**src/rtl/cic_comp_pkg.sv**
```systemverilog
// Shared coefficients, FSM state type and width helpers for the CIC compensation FIR.
package cic_comp_pkg;

  localparam int COMP_W    = 10;
  localparam int COMP_CW   = 12;
  localparam int COMP_NTAP = 15;

  // Half of a symmetric inverse-sinc^2 style response; centre tap last, DC gain 2048.
  localparam logic signed [COMP_CW-1:0] COMP_COEF [0:(COMP_NTAP+1)/2-1] = '{
    12'sd3, -12'sd8, 12'sd14, -12'sd26, 12'sd48, -12'sd110, 12'sd300, 12'sd1606
  };

  typedef enum logic [1:0] {
    ST_IDLE,
    ST_MAC,
    ST_ROUND,
    ST_OUT
  } state_t;

  function automatic int accWidth(input int w, input int cw, input int ntap);
    return w + 1 + cw + $clog2((ntap + 1) / 2);
  endfunction

  function automatic int preAddWidth(input int w);
    return w + 1;
  endfunction

endpackage

```
**src/rtl/cic_comp_ring.sv**
```systemverilog
// NTAP-entry circular sample buffer: one write port, two combinational read ports
// addressed relative to the write pointer (newest-k and oldest+k).
module cic_comp_ring
  import cic_comp_pkg::*;
#(
  parameter int W    = 10,
  parameter int NTAP = 15,
  parameter int KW   = 3
) (
  input  logic                clk,
  input  logic                rst,
  input  logic                i_we,
  input  logic signed [W-1:0] i_wdata,
  input  logic [KW-1:0]       i_k,
  output logic signed [W-1:0] o_rd_a,
  output logic signed [W-1:0] o_rd_b
);

  localparam int PW  = $clog2(NTAP);
  localparam int PW1 = PW + 1;
  localparam logic [PW:0]   L_N    = PW1'(NTAP);
  localparam logic [PW:0]   L_NM1  = PW1'(NTAP - 1);
  localparam logic [PW-1:0] L_LAST = PW'(NTAP - 1);

  logic signed [W-1:0] r_mem [NTAP];
  logic [PW-1:0]       r_wptr;
  logic [PW:0]         w_sum_a;
  logic [PW:0]         w_sum_b;
  logic [PW-1:0]       w_addr_a;
  logic [PW-1:0]       w_addr_b;

  always_ff @(posedge clk) begin
    if (rst) begin
      r_wptr <= '0;
      for (int i = 0; i < NTAP; i++) begin
        r_mem[i] <= '0;
      end
    end else if (i_we) begin
      r_mem[r_wptr] <= i_wdata;
      r_wptr        <= (r_wptr == L_LAST) ? '0 : r_wptr + PW'(1);
    end
  end

  // Both sums stay below 2*NTAP, so a single conditional subtract is a full modulo.
  always_comb begin
    w_sum_a  = {1'b0, r_wptr} + L_NM1 - PW1'(i_k);
    w_sum_b  = {1'b0, r_wptr} + PW1'(i_k);
    w_addr_a = (w_sum_a >= L_N) ? PW'(w_sum_a - L_N) : w_sum_a[PW-1:0];
    w_addr_b = (w_sum_b >= L_N) ? PW'(w_sum_b - L_N) : w_sum_b[PW-1:0];
  end

  assign o_rd_a = r_mem[w_addr_a];
  assign o_rd_b = r_mem[w_addr_b];

endmodule

```
**src/rtl/cic_comp_fir.sv**
```systemverilog
// Symmetric CIC droop-compensation FIR, one folded MAC per cycle.
// Define CIC_COMP_SAT_EN to saturate the output; otherwise the result wraps to W bits.
module cic_comp_fir
  import cic_comp_pkg::*;
#(
  parameter int W    = COMP_W,
  parameter int CW   = COMP_CW,
  parameter int NTAP = COMP_NTAP,
  parameter logic signed [CW-1:0] COEF [0:(NTAP+1)/2-1] = COMP_COEF
) (
  input  logic                clk,
  input  logic                rst,
  input  logic                eni,
  input  logic signed [W-1:0] in,
  output logic signed [W-1:0] out,
  output logic                eno,
  output logic                drop
);

  localparam int NH  = (NTAP + 1) / 2;
  localparam int KW  = $clog2(NH);
  localparam int AW  = accWidth(W, CW, NTAP);
  localparam int PAW = preAddWidth(W);
  localparam int PRW = PAW + CW;
  localparam logic [KW-1:0]        K_LAST = KW'(NH - 1);
  localparam logic signed [AW-1:0] L_RND  = AW'(2 ** (CW - 2));

  state_t               r_state;
  state_t               w_next;
  logic [KW-1:0]        r_k;
  logic signed [AW-1:0] r_acc;
  logic signed [W-1:0]  r_out;
  logic                 r_eno;
  logic                 w_accept;
  logic                 w_drop;
  logic                 w_last;
  logic signed [W-1:0]  w_rd_a;
  logic signed [W-1:0]  w_rd_b;
  logic signed [CW-1:0] w_coef;
  logic signed [PAW-1:0] w_pre;
  logic signed [PRW-1:0] w_prod;
  logic signed [W-1:0]  w_narrow;

  cic_comp_ring #(
    .W    (W),
    .NTAP (NTAP),
    .KW   (KW)
  ) u_ring (
    .clk     (clk),
    .rst     (rst),
    .i_we    (w_accept),
    .i_wdata (in),
    .i_k     (r_k),
    .o_rd_a  (w_rd_a),
    .o_rd_b  (w_rd_b)
  );

  always_ff @(posedge clk) begin
    if (rst) begin
      r_state <= ST_IDLE;
    end else begin
      r_state <= w_next;
    end
  end

  // Reset outranks a strobe: nothing is accepted or flagged while rst is high.
  always_comb begin
    w_next   = r_state;
    w_accept = 1'b0;
    w_drop   = 1'b0;
    if (!rst) begin
      case (r_state)
        ST_IDLE: begin
          if (eni) begin
            w_accept = 1'b1;
            w_next   = ST_MAC;
          end
        end
        ST_MAC: begin
          w_drop = eni;
          if (w_last) w_next = ST_ROUND;
        end
        ST_ROUND: begin
          w_drop = eni;
          w_next = ST_OUT;
        end
        ST_OUT: begin
          w_drop = eni;
          w_next = ST_IDLE;
        end
        default: w_next = ST_IDLE;
      endcase
    end
  end

  // The centre tap has no mirror partner, so it skips the pre-add.
  assign w_last = (r_k == K_LAST);
  assign w_coef = COEF[r_k];
  assign w_pre  = w_last ? {w_rd_a[W-1], w_rd_a}
                         : {w_rd_a[W-1], w_rd_a} + {w_rd_b[W-1], w_rd_b};
  assign w_prod = PRW'(w_pre) * PRW'(w_coef);

`ifdef CIC_COMP_SAT_EN
  localparam logic signed [AW-1:0] L_MAX = {{(AW-W+1){1'b0}}, {(W-1){1'b1}}};
  localparam logic signed [AW-1:0] L_MIN = ~L_MAX;

  always_comb begin
    if (r_acc > L_MAX) begin
      w_narrow = L_MAX[W-1:0];
    end else if (r_acc < L_MIN) begin
      w_narrow = L_MIN[W-1:0];
    end else begin
      w_narrow = r_acc[W-1:0];
    end
  end
`else
  assign w_narrow = r_acc[W-1:0];
`endif

  always_ff @(posedge clk) begin
    if (rst) begin
      r_k   <= '0;
      r_acc <= '0;
      r_out <= '0;
      r_eno <= 1'b0;
    end else begin
      r_eno <= 1'b0;
      case (r_state)
        ST_IDLE: begin
          if (w_accept) begin
            r_acc <= '0;
            r_k   <= '0;
          end
        end
        ST_MAC: begin
          r_acc <= r_acc + AW'(w_prod);
          r_k   <= r_k + KW'(1);
        end
        ST_ROUND: r_acc <= (r_acc + L_RND) >>> (CW - 1);
        ST_OUT: begin
          r_out <= w_narrow;
          r_eno <= 1'b1;
        end
        default: r_eno <= 1'b0;
      endcase
    end
  end

  assign out  = r_out;
  assign eno  = r_eno;
  assign drop = w_drop;

endmodule

```
**config.mk**
```make
export PLATFORM = sky130hd
export DESIGN_NAME = cic_comp_fir
export DESIGN_NICKNAME = d
export VERILOG_FILES = /design/src/rtl/cic_comp_pkg.sv /design/src/rtl/cic_comp_ring.sv /design/src/rtl/cic_comp_fir.sv
export SDC_FILE = /design/constraint.sdc
export NUM_CORES = 1
export LEC_CHECK = 0
export CAP_MARGIN = 5
export CORE_UTILIZATION = 65
export CTS_BUF_LIST = sky130_fd_sc_hd__clkbuf_8 sky130_fd_sc_hd__clkbuf_16
export DETAILED_ROUTE_END_ITERATION = 7
export HOLD_SLACK_MARGIN = 0.08
export PLACE_DENSITY = 0.82
export SYNTH_ARGS = -nofsm -noshare
export SYNTH_HDL_FRONTEND = slang
export SYNTH_SLANG_ARGS = --single-unit
```
**constraint.sdc**
```tcl
create_clock -name clk -period 16.4 [get_ports clk]
set_input_delay 3.28 -clock clk [delete_from_list [all_inputs] [get_ports clk]]
set_output_delay 3.28 -clock clk [all_outputs]
set_load 0.1 [all_outputs]
```
=== Word-level counts from Yosys, hierarchy flattened ===
Memory sizes are Yosys's and may differ from the RTL's.
Cells that the tools add are included.

* $lt $le $gt $ge: 3
* Add/sub/neg operators: 10
* Eq/ne operators: 8
* Bitwise gates (word level): 1
* Mux-type cells: 27
* Multiply operators: 1
* Reduce and logical (&&, ||, !) cells: 8

{| class="wikitable"
|+ Operators with widths
! operator !! count
|-
| one-hot mux 26 bit (3 select lines) || 1
|-
| adder 26 x 12 -> 26 bit, second input constant || 1
|-
| adder 26 x 23 -> 26 bit || 1
|-
| 2-to-1 mux 26 bit || 1
|-
| 2-to-1 mux 12 bit || 2
|-
| multiplier 11 x 12 -> 23 bit || 1
|-
| 2-to-1 mux 4 bit || 4
|-
| 2-to-1 mux 1 bit || 12
|-
| adder 10 x 10 -> 11 bit || 1
|-
| 2-to-1 mux 11 bit || 1
|-
| greater-or-equal comparator 5 x 4 -> 1 bit, second input constant || 2
|-
| 2-to-1 mux 10 bit || 1
|-
| OR reduction 10 bit || 1
|-
| one-hot mux 2 bit (4 select lines) || 1
|-
| subtractor 4 bit, second input constant || 2
|-
| one-hot mux 3 bit (2 select lines) || 1
|-
| AND reduction 2 bit || 3
|-
| adder 4 x 3 -> 5 bit || 1
|-
| adder 4 x 4 -> 5 bit, second input constant || 1
|-
| subtractor 5 x 3 -> 5 bit || 1
|-
| adder 4 x 1 -> 4 bit, second input constant || 1
|-
| equality test 2 bit, second input constant || 2
|-
| equality test 4 bit, second input constant || 1
|-
| greater-or-equal comparator 4 bit, second input constant || 1
|-
| other kinds (12) || 14
|}

* Flip-flop bits (word level): 46
* Memories kept: 2
* RAM bits: 150
* Output and inout port bits: 12
* Input bits: 13
* Memory bits (read-only): 96
* Logic and storage cells: 66

{| class="wikitable"
|+ Memory list
! name !! depth !! bits a word !! rd ports !! clocked after memory_dff !! wr ports !! line !! RTL
|-
| u_ring.r_mem || 15 || 10 || 2 || 0 || 15 || cic_comp_ring.sv:25 || <nowiki>logic signed [W-1:0] r_mem [NTAP];</nowiki>
|-
| (name not given) || 8 || 12 || 1 || 0 || 0 || cic_comp_fir.sv:98 || <nowiki>assign w_coef = COEF[r_k];</nowiki>
|}

=== Longest topological paths before layout ===
Gate-level depths: netlist of run 1.
An unclocked memory read counts as a cell.

* Depth after elaboration: 10
* Gate-level depth with buffers: 49
* Depth with buffers taken out: 44

=== Cells and area by module ===
From an unflattened synthesis of run 1, not the netlist that was laid out.

* Cell total of the unflattened synthesis: 2132
* Area total of the unflattened synthesis: 19994.2 um2

{| class="wikitable"
|+ By module, submodules not included
! module !! area an instance (um2) !! times used !! cells an instance
|-
| cic_comp_ring || 10864.2 || 1 || 1078
|-
| cic_comp_fir || 9130.0 || 1 || 1054
|}

=== Worst setup path before layout of run 1 ===
Ideal clock, no wire load.

* Path type: register to register
* Start point: reg u_ring.r_wptr[0]
* End point: reg r_acc[25]
* Library setup time: 0.124 ns
* Data required time: 16.276 ns
* Setup slack: 5.970 ns
* Stages on the path, launching flop included: 46
* Data arrival time: 10.306 ns
* Buffers on the path: 4
* Cell sequence: dfxtp_1 inv_1 ha_1 inv_1 clkbuf_1 ha_1 o21ai_0 o31a_1 buf_2 and3_1 a31oi_1 clkbuf_1 o22ai_1 o21ai_0 and4_1 ha_1 inv_1 fa_1 [10 not listed] fa_1 fa_1 inv_1 fa_1 fa_1 inv_1 fa_1 inv_1 ha_1 a211o_1 a211oi_1 o31ai_1 a41o_1 a311o_1 a21oi_1 o21ai_0 xnor2_1 o21ai_0

* Cells in the longest elaborated chain, start to end: 10

{| class="wikitable"
|+ RTL lines
! element !! line !! RTL
|-
| start, declared || cic_comp_ring.sv:26 || <nowiki>logic [PW-1:0] r_wptr;</nowiki>
|-
| start signal, assigned || cic_comp_ring.sv:40 || <nowiki>r_wptr <= (r_wptr == L_LAST) ? '0 : r_wptr + PW'(1);</nowiki>
|-
| adder 4 x 4 -> 5 bit || cic_comp_ring.sv:46 || <nowiki>w_sum_a = {1'b0, r_wptr} + L_NM1 - PW1'(i_k);</nowiki>
|-
| subtractor 5 x 3 -> 5 bit || cic_comp_ring.sv:46 ||
|-
| subtractor 4 bit / greater-or-equal comparator 5 x 4 -> 1 bit (equally long branches) || cic_comp_ring.sv:48 || <nowiki>w_addr_a = (w_sum_a >= L_N) ? PW'(w_sum_a - L_N) : w_sum_a[PW-1:0];</nowiki>
|-
| 2-to-1 mux 4 bit || cic_comp_ring.sv:48 ||
|-
| memory read (15 x 10 bit) * || - ||
|-
| adder 10 x 10 -> 11 bit || cic_comp_fir.sv:100 || <nowiki>: {w_rd_a[W-1], w_rd_a} + {w_rd_b[W-1], w_rd_b};</nowiki>
|-
| 2-to-1 mux 11 bit * || cic_comp_fir.sv:99 || <nowiki>assign w_pre = w_last ? {w_rd_a[W-1], w_rd_a}</nowiki>
|-
| multiplier 11 x 12 -> 23 bit * || cic_comp_fir.sv:101 || <nowiki>assign w_prod = PRW'(w_pre) * PRW'(w_coef);</nowiki>
|-
| adder 26 x 23 -> 26 bit * || cic_comp_fir.sv:136 || <nowiki>r_acc <= r_acc + AW'(w_prod);</nowiki>
|-
| one-hot mux 26 bit (3 select lines) * || cic_comp_fir.sv:128 || <nowiki>case (r_state)</nowiki>
|-
| end signal, assigned || cic_comp_fir.sv:136 ||
|-
| end signal, assigned || cic_comp_fir.sv:139 || <nowiki>ST_ROUND: r_acc <= (r_acc + L_RND) >>> (CW - 1);</nowiki>
|-
| end, declared || cic_comp_fir.sv:31 || <nowiki>logic signed [AW-1:0] r_acc;</nowiki>
|}

Every way passes the cells marked *; elsewhere a longest branch is shown, timed or not.
A chain may end at the register's enable or synchronous reset.

=== Final worst setup path of run 1 ===
* Start point: reg r_k[0]
* End point: reg r_acc[25]

* Cells in the longest elaborated chain, start to end: 9

{| class="wikitable"
|+ RTL lines
! element !! line !! RTL
|-
| start, declared || cic_comp_fir.sv:30 || <nowiki>logic [KW-1:0] r_k;</nowiki>
|-
| start signal, assigned || cic_comp_fir.sv:137 || <nowiki>r_k <= r_k + KW'(1);</nowiki>
|-
| subtractor 5 x 3 -> 5 bit / adder 4 x 3 -> 5 bit (equally long branches) || cic_comp_ring.sv:46, cic_comp_ring.sv:47 ||
|-
| subtractor 4 bit (tied with other cells) || cic_comp_ring.sv:48 ||
|-
| 2-to-1 mux 4 bit, on equally long branches || cic_comp_ring.sv:48, cic_comp_ring.sv:49 ||
|-
| memory read (15 x 10 bit) || - ||
|-
| adder 10 x 10 -> 11 bit || cic_comp_fir.sv:100 ||
|-
| 2-to-1 mux 11 bit || cic_comp_fir.sv:99 ||
|-
| multiplier 11 x 12 -> 23 bit * || cic_comp_fir.sv:101 ||
|-
| adder 26 x 23 -> 26 bit * || cic_comp_fir.sv:136 ||
|-
| one-hot mux 26 bit (3 select lines) * || cic_comp_fir.sv:128 ||
|}

Every way passes the cells marked *; elsewhere a longest branch is shown, timed or not. The select of a mux whose other input is x is not followed.

==> metrics.cfg, run 1 <==
[finish]
area_growth_pct = 7.27
fill_cells = 2023
layout_common_cells = 258 x inv_1, 179 x and2_1, 165 x fa_1, 160 x edfxtp_1, 137 x nand2_1
fin_nets = 2153
layout_commonest_cell = inv_1
instances_no_fill = 2265
drive_above_1_share_pct = 6.39
num_antenna_cells = 0

[placement]
portBuffers = 24
dp_cells = 2222
hpwl_um = 38100
place.gp.congestion = 0.987

[die]
die_x_um = 169
core_sq_mm = 0.0273
io_pins = 25
start_util_pct = 66.9
dieArea_sq_mm = 0.0287
die_y_um = 169
placementRows = 60

[drt]
vias_per_cell = 6.49
wl_per_cell_um = 22.2
drcViolationCount = 0
vias = 14689
first_iter_violations = 1897
antenna_left = 0
wl_um = 50400
dr.pass1.iters = 6

[global_routing]
grt_use_total_pct = 35.9
grt_pass1_vias = 14223
grt_pass1_wl_um = 78300
antenna_found_initial = 0
grt_max_degree = 52
gr-total-overflow = 0

[synth]
synth.distinct_cells = 80
synth_edf_count = 160
synth_fp_nets = 2170
ys_seq_area_share_pct = 31.4
synth_cells = 1893
async_flop_share_pct = 0
synth.cell_area_sq_mm = 0.0182
ys_ff_latch = 206
post_synth.cell_area_avg_sq_um = 9.63
yosys_warnings = 0
synth_ff_type = edfxtp_1

[clock_network]
cts_resized = 0
clkSinkCount = 206
clock_path_buffers = 3
cts_tree = built
post_cts_buffers = 0
cts_inserted_buffers = 24
clockRootBuffer = clkbuf_16
cts.clk_slew.worst_paths_ns = 0.06
holdBufCountCts = 0
worstSkewPairLatency_ns = 0.55
h-tree-depth = 1

[hold_path]
holdPathStages = 2
hp-class = reg -> reg
hold_start = r_acc[0]$_SDFFE_PP0P_

[critical_path]
worst_setup_path_end_kind = flop
r2r_cells = 38
cp-start-kind = flop
arrival_ns = 13.00
critPathRequiredTime_ns = 16.82
cp-startpoint = r_k[0]$_SDFFE_PP0P_
slowest_delay_ns = 0.86
slowest_stage = ha_1
reg2reg_slack_ns = 3.81
critPathMostFrequentCell = fa_1
path_class = reg -> reg
cp_max_fo = 24
r2r_start = r_k[0]$_SDFFE_PP0P_

[timing]
worstMarginPinSlew_ns = 1.24
tns_ns = 0
period_needed_ns = 12.59
fmax_mhz = 79.5
hold_viol = 0
finalCritPeriodShare_pct = 76.7
drv_slew = 0
slew_headroom_pct = 16.6
finClkSkew_ns = 0.0159
rsz0062_at_grt = false
setup_viol_count_final = 0

[status]
status = completed

[job]
max_cap_viol_count = 0

[worst max-delay path, delay by kind of cell (launching register included)]
family | cells | cell delay [ns]
DFF | 1 | 0.66
and+or+nand+nor | 7 | 1.93
adders and majority gates | 9 | 4.50
xor gates and xnor gates | 2 | 0.32
muxes | 1 | 0.46
buffers and inverters | 4 | 0.65
AOI/OAI and AO/OA | 15 | 3.90
[synth_stat cells, drive strengths merged (46+ instances only)]
cell type / instances / area, sq um
o21ai: 52 / 260
edfxtp: 160 / 4800
dfxtp: 46 / 921
ha: 99 / 1240
nand2: 137 / 514
inv: 253 / 950
o22ai: 102 / 638
fa: 165 / 3300
a21oi: 60 / 300
and2: 180 / 1130
nor2: 128 / 483
clkbuf: 67 / 251
nor3: 56 / 285
[state kept, by name, indices dropped and copies added, names as in the netlist]
name,flops
u_ring.r_mem,160
r_state,2
u_ring.r_wptr,4
r_k,3
out,10
eno,1
r_acc,26
[layer usage]
layer / part of all wire [%] / global-route usage [%] / up-vias
li1: - / - / 6434
met1: 41 / 51.4 / 7185
met2: 44 / 55.0 / 936
met5: 0 / 0 / -
met3: 12 / 7.72 / 134
met4: 3.3 / 10.7 / 0
[final timing paths]
| check | to |
|---|---|
| worst max-delay path | r_acc[25]$_SDFFE_PP0P_ |
| worst max register to register | r_acc[25]$_SDFFE_PP0P_ |
| worst min register to register | r_acc[0]$_SDFFE_PP0P_ |
| worst min-delay path | r_acc[0]$_SDFFE_PP0P_ |
[layout make-up]
type                            count  area [sq um]  share of cell area, %
Multi-Input combinational cell   1336         11100                   56.9
Sequential cell                   206          5730                   29.3
Inverter                          254           953                   4.88
Clock buffer                       25           626                   3.20
Tap cell                          372           465                   2.38
Timing Repair Buffer               54           460                   2.36
Clock inverter                     18           189                  0.967
[cell families after synthesis]
logic type | synth area share, %
multiplexers | 3.08
flip-flops | 31.4
adder cells (fa/ha/maj) | 24.9
AND/OR/NAND/NOR | 17.5
XOR/XNOR | 2.64
AO/OA/AOI/OAI | 12.7
buffers and inverters | 7.71
[per-stage QoR]
stage / setup slack [ns] / util, % / hold slack, ns / cell area, sq um
after floorplan: 5.97 / - / 0.453 / 18200
after global placement: 4.47 / 68.7 / 0.467 / 18700
after detailed placement: 4.08 / 68.7 / 0.478 / 18700
after CTS: 4.05 / 71.7 / 0.485 / 19500
after global routing: 3.09 / 71.7 / 0.512 / 19500
final: 3.81 / 71.7 / 0.485 / 19500
Power of run 1 is left out: the tool's default activity adds up to more than one toggle a clock period on the data nets, which glitch-free logic cannot reach.
==> inputs of run 2 (changes only) <==
- clock period: 16.4 -> 12.2 ns (I/O delays scaled with it)
==> metrics.cfg, run 2 (synthesis gave the netlist of run 1 again) <==
[timing]
slew_headroom_pct = 24.2  ; was 16.6%
finClkSkew_ns = 0.0103  ; was 0.0159 ns
finalCritPeriodShare_pct = 96.1  ; was 76.7%
fmax_mhz = 85.3  ; was 79.5 MHz
hold_viol = 0  ; unchanged
period_needed_ns = 11.72  ; was 12.59 ns
setup_viol_count_final = 0  ; unchanged
holdWs_ns = 0.494  ; was 0.485 ns
drv_slew = 0  ; unchanged
worstMarginPinSlew_ns = 1.13  ; was 1.24 ns

[drt]
wl_um = 53000  ; was 50400 um
dr.pass1.iters = 7  ; was 6
drcViolationCount = 0  ; unchanged
first_iter_violations = 2006  ; was 1897
vias = 14833  ; was 14689
vias_per_cell = 6.46  ; was 6.49
antenna_left = 0  ; unchanged
wl_per_cell_um = 23.1  ; was 22.2 um

[critical_path]
slowest_stage = nor2_1  ; was ha_1
arrival_ns = 12.10  ; was 13.00 ns
cp.buffers_inverters = 5  ; was 4
cp-start-kind = flop  ; unchanged
worst_setup_path_end_kind = flop  ; unchanged
cp_max_fo = 15  ; was 24
path_class = reg -> reg  ; unchanged
critPathRequiredTime_ns = 12.58  ; was 16.82 ns
critPathTopFamily = adder cells  ; unchanged
slowest_delay_ns = 0.70  ; was 0.86 ns

[die]
die_x_um = 169  ; unchanged
placementRows = 60  ; unchanged
dieArea_sq_mm = 0.0287  ; unchanged
die_y_um = 169  ; unchanged
core_sq_mm = 0.0273  ; unchanged
start_util_pct = 66.9  ; unchanged
io_pins = 25  ; unchanged

[finish]
fin_nets = 2183  ; was 2153
area_growth_pct = 8.64  ; was 7.27%
drive_above_1_share_pct = 8.06  ; was 6.39%
layout_common_cells = 257 x inv_1, 179 x and2_1, 165 x fa_1, 160 x edfxtp_1, 137 x nand2_1  ; was 258 x inv_1, 179 x and2_1, 165 x fa_1, 160 x edfxtp_1, 137 x nand2_1
largest_reg_flops = 160  ; unchanged
layout_commonest_cell = inv_1  ; unchanged
top_register = u_ring.r_mem  ; unchanged

[clock_network]
cts_tree = built  ; unchanged
cts_inserted_buffers = 23  ; was 24
cts.clk_slew.worst_paths_ns = 0.06  ; about the same
clockRootBuffer = clkbuf_16  ; unchanged
clock_path_buffers = 3  ; unchanged
h-tree-depth = 1  ; unchanged
holdBufCountCts = 0  ; unchanged
worstSkewPairLatency_ns = 0.52  ; was 0.55 ns
clkSinkCount = 206  ; unchanged

[global_routing]
antenna_found_initial = 2  ; was 0
gr-total-overflow = 0  ; unchanged
grt_use_total_pct = 37.2  ; was 35.9%
grt_pass1_vias = 14376  ; was 14223
grt_pass1_wl_um = 80700  ; was 78300 um
grt_max_degree = 52  ; unchanged

[hold_path]
hp-class = reg -> reg  ; unchanged

[placement]
hpwl_um = 39400  ; was 38100 um
portBuffers = 24  ; unchanged
place.gp.congestion = 1.04  ; was 0.987

[status]
status = completed  ; unchanged

[job]
max_cap_viol_count = 0  ; unchanged

run 2: path summary, 6_finish.rpt:
path         depth (start not counted)  slack, ns                endpoint              startpoint
min                                  2       0.49  r_acc[17]$_SDFFE_PP0P_  r_acc[17]$_SDFFE_PP0P_
max reg2reg                         37       0.48  r_acc[25]$_SDFFE_PP0P_     r_k[0]$_SDFFE_PP0P_
min reg2reg                          2       0.49  r_acc[17]$_SDFFE_PP0P_  r_acc[17]$_SDFFE_PP0P_
max                                 37       0.48  r_acc[25]$_SDFFE_PP0P_     r_k[0]$_SDFFE_PP0P_
run 2: timing repair:
action	CTS	global route
endpoints found under the setup margin	0	8
buffers inserted	0	7
resized for setup	0	9
run 2: area by class of cell:
type	count	area [sq um]
multi-input combinational	1338	11200
antenna	1	2.50
clock inverter	18	165
tap	372	465
timing repair buffer	83	716
inverter	254	953
sequential	206	5730
fill	1986	7450
clock buffer	23	576
run 2: per-stage QoR:
stage	utilization, %	setup WS [ns]	cell area [sq um]	TNS [ns]	std cells
5_1_grt	72.6	-0.00764	19800	-0.00764	2294
6_report	72.6	0.478	19800	0	2295
3_5_place_dp	69.4	0.397	18900	0	2244
2_1_floorplan	-	1.77	18200	0	1893
4_1_cts	72.2	0.354	19700	0	2285
3_3_place_gp	69.4	0.699	18900	0	2244
run 2: worst reg2reg max path, delay by kind of cell, from the launching register on:
kind | cells | cell delay (ns)
fa+ha+maj | 10 | 4.67
compound gates | 13 | 3.23
simple gates | 6 | 2.08
flops | 1 | 0.67
buf+inv | 5 | 0.41
xor+xnor | 2 | 0.40
mux | 1 | 0.15
run 2: per-layer routing:
| metal | GRT usage, % | vias up | part of all wire, % |
|---|---|---|---|
| li1 | - | 6495 | - |
| met1 | 52.1 | 7203 | 39 |
| met2 | 57.4 | 980 | 44 |
| met3 | 9.68 | 155 | 13 |
| met4 | 10.5 | 0 | 3.4 |
| met5 | 0 | - | 0 |
Power of run 2 is left out for the same reason.
